--- src/rtl/sdram_arbit.sv ---
// SDRAM command arbiter: power-up init, then fixed-priority grants (refresh > write > read).
// Optional grant watchdog enabled by defining ARB_TIMEOUT_EN.
module sdram_arbit #(
    parameter int unsigned ADDR_W      = 13,
    parameter int unsigned BA_W        = 2,
    parameter int unsigned DQ_W        = 16,
    parameter int unsigned TIMEOUT_CYC = 1024
) (
    input  logic              sclk,
    input  logic              s_rst_n,
    input  logic              flag_init_end,
    input  logic [3:0]        init_cmd,
    input  logic [ADDR_W-1:0] init_addr,
    input  logic              ref_req,
    input  logic              flag_ref_end,
    input  logic [3:0]        aref_cmd,
    input  logic [ADDR_W-1:0] aref_addr,
    output logic              ref_en,
    input  logic              wr_req,
    input  logic              flag_wr_end,
    input  logic [3:0]        wr_cmd,
    input  logic [ADDR_W-1:0] wr_addr,
    input  logic [BA_W-1:0]   wr_ba,
    input  logic [DQ_W-1:0]   wr_dq,
    input  logic              wr_dq_oe,
    output logic              wr_en,
    input  logic              rd_req,
    input  logic              flag_rd_end,
    input  logic [3:0]        rd_cmd,
    input  logic [ADDR_W-1:0] rd_addr,
    input  logic [BA_W-1:0]   rd_ba,
    output logic              rd_en,
    output logic              sdram_cke,
    output logic [3:0]        sdram_cmd,
    output logic [ADDR_W-1:0] sdram_addr,
    output logic [BA_W-1:0]   sdram_ba,
    output logic [DQ_W-1:0]   sdram_dq_o,
    output logic              sdram_dq_oe,
    output logic              arb_err
);

    localparam logic [3:0] CmdNop = 4'b0111;

    typedef enum logic [2:0] {StInit, StArbit, StAref, StWrite, StRead} state_e;

    state_e state;
    logic   done;
    logic   expired;

    always_comb begin
        done = 1'b0;
        unique case (state)
            StAref:  done = flag_ref_end;
            StWrite: done = flag_wr_end;
            StRead:  done = flag_rd_end;
            default: done = 1'b0;
        endcase
    end

`ifdef ARB_TIMEOUT_EN
    localparam int unsigned CNT_W = (TIMEOUT_CYC > 2) ? $clog2(TIMEOUT_CYC) : 1;
    localparam logic [CNT_W-1:0] CntMax = CNT_W'(TIMEOUT_CYC - 1);

    logic [CNT_W-1:0] cnt;

    // A completion flag on the final cycle counts as a normal exit.
    assign expired = (state inside {StAref, StWrite, StRead}) && (cnt == CntMax) && !done;
`else
    assign expired = 1'b0;
    assign arb_err = 1'b0;
`endif

    always_ff @(posedge sclk or negedge s_rst_n) begin
        if (!s_rst_n) begin
            state     <= StInit;
            ref_en    <= 1'b0;
            wr_en     <= 1'b0;
            rd_en     <= 1'b0;
            sdram_cke <= 1'b0;
`ifdef ARB_TIMEOUT_EN
            cnt       <= '0;
            arb_err   <= 1'b0;
`endif
        end else begin
            sdram_cke <= 1'b1;
`ifdef ARB_TIMEOUT_EN
            arb_err   <= expired;
            cnt       <= (state == StArbit || state == StInit) ? '0 : cnt + 1'b1;
`endif
            unique case (state)
                StInit: begin
                    if (flag_init_end) state <= StArbit;
                end
                StArbit: begin
                    if (ref_req) begin
                        state  <= StAref;
                        ref_en <= 1'b1;
                    end else if (wr_req) begin
                        state  <= StWrite;
                        wr_en  <= 1'b1;
                    end else if (rd_req) begin
                        state  <= StRead;
                        rd_en  <= 1'b1;
                    end
                end
                StAref, StWrite, StRead: begin
                    if (done || expired) begin
                        state  <= StArbit;
                        ref_en <= 1'b0;
                        wr_en  <= 1'b0;
                        rd_en  <= 1'b0;
                    end
                end
                default: state <= StInit;
            endcase
        end
    end

    // Pins stay at NOP until the first edge after reset release (cke doubles as "out of reset").
    always_comb begin
        sdram_cmd   = CmdNop;
        sdram_addr  = '0;
        sdram_ba    = '0;
        sdram_dq_oe = 1'b0;
        sdram_dq_o  = sdram_cke ? wr_dq : '0;
        if (sdram_cke) begin
            unique case (state)
                StInit: begin
                    sdram_cmd  = init_cmd;
                    sdram_addr = init_addr;
                end
                StAref: begin
                    sdram_cmd  = aref_cmd;
                    sdram_addr = aref_addr;
                end
                StWrite: begin
                    sdram_cmd   = wr_cmd;
                    sdram_addr  = wr_addr;
                    sdram_ba    = wr_ba;
                    sdram_dq_oe = wr_dq_oe;
                end
                StRead: begin
                    sdram_cmd  = rd_cmd;
                    sdram_addr = rd_addr;
                    sdram_ba   = rd_ba;
                end
                default: ;
            endcase
        end
    end

endmodule

--- config.mk ---
export PLATFORM = sky130hd
export DESIGN_NAME = sdram_arbit
export DESIGN_NICKNAME = d
export VERILOG_FILES = /design/src/rtl/sdram_arbit.sv
export SDC_FILE = /design/constraint.sdc
export NUM_CORES = 1
export LEC_CHECK = 0
export CAP_MARGIN = 20
export CORE_MARGIN = 10
export CORE_UTILIZATION = 28
export CTS_BUF_LIST = sky130_fd_sc_hd__clkbuf_4
export DETAILED_ROUTE_END_ITERATION = 10
export PLACE_DENSITY_LB_ADDON = 0.2
export SYNTH_ARGS = -nofsm -noshare
export SYNTH_HDL_FRONTEND = slang
export SYNTH_SLANG_ARGS = --single-unit
--- constraint.sdc ---
create_clock -name sclk -period 4.1 [get_ports sclk]
set_input_delay 1.23 -clock sclk [delete_from_list [all_inputs] [get_ports sclk]]
set_output_delay 1.23 -clock sclk [all_outputs]
set_load 0.02 [all_outputs]
==> flow_summary.toml, run 1 <==
[yosys]
syn_nets = 239
yosysMostFrequentCell = "and2_1"
synth_flop_cell = "dfrtp_1"
ys_ff_latch = 7
synthXorXnorAreaFrac = 0
yosysSeqAreaShare = 0.163
syn_area_um2 = 1080
synth_top_area_share = 0.163
synth_async_sr_flop_share = 1.00
synth_compound_area_frac = 0.308
synth_adder_area_share = 0
yosys_warnings = 0
synth_area_per_cell_um2 = 7.64
yosysUniqueCellTypes = 37
synth_area_leaders = "dfrtp_1 (16%), mux2_2 (16%), a22oi_1 (12%)"
synth_top_family_by_area = "compound AO/OA/AOI/OAI gates"
postSynthCellCount = 141
synth_edf_count = 0
yosysTopAreaCell = "dfrtp_1"
synth_commonest_cells = "and2_1 (20), a22oi_1 (17), nand2_1 (16), a21oi_1 (15), mux2_2 (15)"
synth_mux_area_frac = 0.157
synthSimpleGateAreaFrac = 0.288

[timing]
finalClockSkew_ns = 0.00281
rsz0062_at_grt = "no"
slew_headroom = 0.547
finalSetupTns_ns = 0
worstMarginPinSlew_ns = 0.677
period_share = 0.970
slew_viol_final = 0
fmaxAchievable_ghz = 0.251
period_minus_slack_ns = 3.98
hold_viol = 0
setup_viol = 0

[status]
status = "finished clean"

[clock_network]
clockBufferDepth = 2
cts_max_level = 1
worstSkewPairLatency_ns = 0.25
numCtsBuffers = 3
clk_pin_slew_worst_paths_ns = 0.05
cts_tree = "yes"
root_buffer = "clkbuf_4"
post-cts-setup-buffer-count = 0
clock-sinks = 7

[routing]
detail_route.first_pass.iterations = 4
avgRoutedWirePerCell_um = 18.7
via_per_inst = 4.85
drt-total-wl_um = 6000
vias = 1551
initialDrtViolationCount = 39
post-route-drc-count = 0
postRouteAntennaNets = 0

[global_routing]
grt_pass1_vias = 1496
grt_max_degree = 24
grt_pass1_wl_um = 8210
globalRouteTotalUtil = 0.157
grt-ovfl-total = 0
antenna_found_initial = 0

[power_and_ir_drop]
p_sw_frac = 0.454
seqPwrFrac = 0.162
intPower_w = 0.000514
clkPwrFrac = 0.075
peakVddDrop_mv = 0.277
p_per_area_nw_per_um2 = 378
p_total_w = 0.000942
p_leak_nw = 0.924
pwr-share-comb = 0.763
power_switching_w = 0.000428

[floorplan]
num_io_pins = 139
core_region_area_um2 = 3690
dieArea_um2 = 6730
die_h_um = 82.0
floorplan.initialDensity = 0.292
placementRows = 22
die_width_um = 82.0

[worst_setup_path]
worst-setup-path-type = "input pin to output pin"
max_stage_delay_ns = 0.58
crit_path_start_kind = "input pin"
cp_max_fo = 1
endpoint_kind = "output pin"
slowest_stage = "clkdlybuf4s50_1"
critPathMostFrequentCell = "clkdlybuf4s50_1"
critical_path.cell_chain = "clkdlybuf4s50_1 > mux2_2 > a22oi_1 > a21oi_1 > clkdlybuf4s50_1"
worstPathRequired_ns = 2.87
arrival_ns = 2.75

[place]
gp_congestion = 0.869
io_buffers = 137
dp_hpwl_um = 5110

[final_layout]
antennaDiodeCount = 0
area_growth_pct = 131
drive_above_1_share = 0.0956
fin_nets = 371
fill_cells = 337

[flow_run]
max-cap-violations = 0

[min_path]
hold_class = "register to register"
final cells by class:
class	instances	area, um2	share of cell area
well taps	48	60.1	0.0241
multi-input cells	119	818	0.329
repair buffers	140	1400	0.562
inverters	2	7.51	0.00302
clock buffers	4	30.0	0.0121
flip-flops and latches	7	175	0.0704
layer usage:
layer,vias up,wire [um],GRT usage,share of wire
met5,-,0,0,0
met4,0,31,0.0306,0.0052
met3,4,574,0.0415,0.096
met2,79,2980,0.281,0.50
met1,689,2410,0.184,0.40
li1,779,-,-,-
power by group through the flow:
| stage | registers (W) | logic [W] | clock network [W] |
|---|---|---|---|
| floorplan | 0.000132 | 0.000447 | 0 |
| global placement | 0.000150 | 0.000721 | 0 |
| detailed placement | 0.000151 | 0.000724 | 0 |
| CTS | 0.000150 | 0.000726 | 0.0000724 |
| global route | 0.000158 | 0.000774 | 0.0000768 |
| finish | 0.000153 | 0.000719 | 0.0000702 |
cell families after synthesis:
group / after synthesis
buffers and inverters: 15
AOI/OAI and AO/OA: 49
other: 2
muxes: 15
and+or+nand+nor: 53
DFF: 7
critical path: cells and delay by family:
| family | cells | cell delay (ns) |
|---|---|---|
| buffers and inverters | 2 | 1.00 |
| multiplexers | 1 | 0.28 |
| AO/OA/AOI/OAI | 2 | 0.25 |
worst paths after layout:
check                             startpoint             to  slack [ns]  cells past startpoint
worst max-delay path            aref_addr[3]  sdram_addr[3]        0.12                      5
worst min-delay path                   rd_en          rd_en        0.48                      1
worst max register to register      state[0]          wr_en        2.51                      3
worst min register to register         rd_en          rd_en        0.48                      1
max in group asynchronous            s_rst_n      sdram_cke        2.62                      1
min in group asynchronous            s_rst_n       state[0]        1.24                      1
cell usage in the layout (no fill, tap or decap), types with 2 or more instances in the layout:
cell type,Yosys,layout
a2111oi_0,2,2
a21oi_1,15,15
a22oi_1,17,17
and2_1,20,20
and3b_1,2,2
buf_4,1,3
clkbuf_4,0,4
clkdlybuf4s50_1,0,135
conb_1,2,2
dfrtp_1,7,7
dlymetal6s2s_1,0,2
inv_1,2,2
mux2_2,15,15
nand2_1,16,16
nand2b_1,2,2
nor2b_1,3,3
o21ai_0,2,2
o22ai_1,4,4
state kept, by name, summed over array words and instances, names as in the netlist:
name and cells:
wr_en 1, state 3, sdram_cke 1, rd_en 1
ref_en 1
metrics by stage:
stage	area, um2	cells	setup WS (ns)	utilization	hold WS (ns)
after global routing	2490	320	0.0715	0.675	0.503
final	2490	320	0.123	0.675	0.480
after floorplan	1080	141	0.891	-	0.595
after detailed placement	2450	316	0.0519	0.666	0.469
after global placement	2450	316	0.0635	0.666	0.462
after CTS	2480	320	0.0338	0.674	0.480
timing repair:
item                       in CTS  in global routing
hold buffers                    0                  0
gates resized for setup         0                  2
setup endpoints to repair       0                  2
(Power assumes the default switching activity.)
==> run 2: changes to the inputs <==
- RECOVER_POWER: default -> 50
==> run 2 against run 1 <==
Against the previous run:
- global-route usage did not move
- combinational power down 1%
- core utilization did not move
- critical path depth stayed put
- largest power group unchanged
==> flow_summary.toml, run 2 (synthesis gave the netlist of run 1 again) <==
[power_and_ir_drop]
p_leak_nw = 0.947
peakVddDrop_mv = 0.269
p_total_w = 0.000933
p_per_area_nw_per_um2 = 375

[global_routing]
globalRouteTotalUtil = 0.157
grt-ovfl-total = 0
grt_pass1_vias = 1496
grt_pass1_wl_um = 8210
grt_max_degree = 24
antenna_found_initial = 0

[floorplan]
die_width_um = 82.0
core_region_area_um2 = 3690
die_h_um = 82.0
floorplan.initialDensity = 0.292
num_io_pins = 139
placementRows = 22
dieArea_um2 = 6730

[final_layout]
drive_above_1_share = 0.0956
final_cell_mix = "clkdlybuf4s50_1 (119), and2_1 (19), a22oi_1 (17)"
stdcell_area_um2 = 2490
final_common_cell = "clkdlybuf4s50_1"
top_register = "state"
area_growth_pct = 131
stdcell_count = 320
largest_reg_flops = 3
antennaDiodeCount = 0
post-route-util = 0.675
fill_cells = 337
fin_nets = 371

[routing]
drt-met1-wl_um = 2400
post-route-drc-count = 0
detail_route.first_pass.iterations = 4
avgRoutedWirePerCell_um = 18.7
wl_met3_um = 563
via_per_inst = 4.85
drt-total-wl_um = 5980
highest_layer = "met4"
initialDrtViolationCount = 40
postRouteAntennaNets = 0
wl_met2_um = 2980
vias = 1551

[clock_network]
clockBufferDepth = 2
cts_tree = "yes"
clk_pin_slew_worst_paths_ns = 0.05
clock-sinks = 7
worstSkewPairLatency_ns = 0.25
root_buffer = "clkbuf_4"
post-cts-setup-buffer-count = 0
cts_hold_buffers = 0
cts_resized = 0
cts_max_level = 1
numCtsBuffers = 3

[min_path]
hold_class = "register to register"
whs_path_depth = 1

[timing]
period_share = 0.970
rsz0062_at_grt = "no"
period_minus_slack_ns = 3.98
fmaxAchievable_ghz = 0.251
slew_viol_final = 0
slew_headroom = 0.547
finalClockSkew_ns = 0.00281
finalSetupTns_ns = 0
hold_viol = 0
worstMarginPinSlew_ns = 0.677
setup_viol = 0

[place]
placed_area_um2 = 2450
dp_cells = 316
gp_congestion = 0.869
dp_hpwl_um = 5110
io_buffers = 137

[worst_setup_path]
crit_path_start_kind = "input pin"
arrival_ns = 2.75
worst-setup-path-type = "input pin to output pin"
critPathMostFrequentCell = "clkdlybuf4s50_1"
worstPathRequired_ns = 2.87
reg2reg_depth = 3
slowest_stage = "clkdlybuf4s50_1"
cp_max_fo = 1
critical_path.cell_chain = "clkdlybuf4s50_1 > mux2_2 > a22oi_1 > a21oi_1 > clkdlybuf4s50_1"
max_stage_delay_ns = 0.58
endpoint_kind = "output pin"

[status]
status = "finished clean"

[flow_run]
max-cap-violations = 0
run 2: path summary, 6_finish.rpt:
kind | start | endpoint | slack (ns)
setup / recovery | aref_addr[3] | sdram_addr[3] | 0.12
hold / removal | rd_en | rd_en | 0.47
setup reg to reg | state[0] | wr_en | 2.51
hold reg to reg | rd_en | rd_en | 0.47
max in group asynchronous | s_rst_n | sdram_cke | 2.54
min in group asynchronous | s_rst_n | state[0] | 1.31
run 2: final cells by class:
type / instances / area, um2 / area share
sequential: 7 / 175 / 0.0704
timing repair buffer: 140 / 1400 / 0.562
inverter: 2 / 7.51 / 0.00302
tap: 48 / 60.1 / 0.0241
clock buffer: 4 / 30.0 / 0.0121
multi-input combinational: 119 / 818 / 0.329
run 2: worst max-delay path: cells and delay by family:
kind	cells	cell delay [ns]
AO/OA/AOI/OAI	2	0.25
multiplexers	1	0.28
buffers and inverters	2	1.00
run 2: metrics by stage:
| step | setup slack (ns) | hold WS [ns] |
|---|---|---|
| 2_1_floorplan | 0.891 | 0.595 |
| 3_3_place_gp | 0.0635 | 0.462 |
| 3_5_place_dp | 0.0519 | 0.469 |
| 4_1_cts | 0.0338 | 0.480 |
| 5_1_grt | 0.0715 | 0.498 |
| 6_report | 0.123 | 0.475 |
run 2: routing by layer:
metal,up-vias,track usage
li1,779,-
met1,689,0.184
met2,79,0.281
met3,4,0.0415
met4,0,0.0306
met5,-,0
run 2: where the power goes:
part           total (W)  internal, W  switching, W
Clock          0.0000702    0.0000438     0.0000264
Sequential      0.000152    0.0000939     0.0000586
Combinational   0.000710     0.000368      0.000342
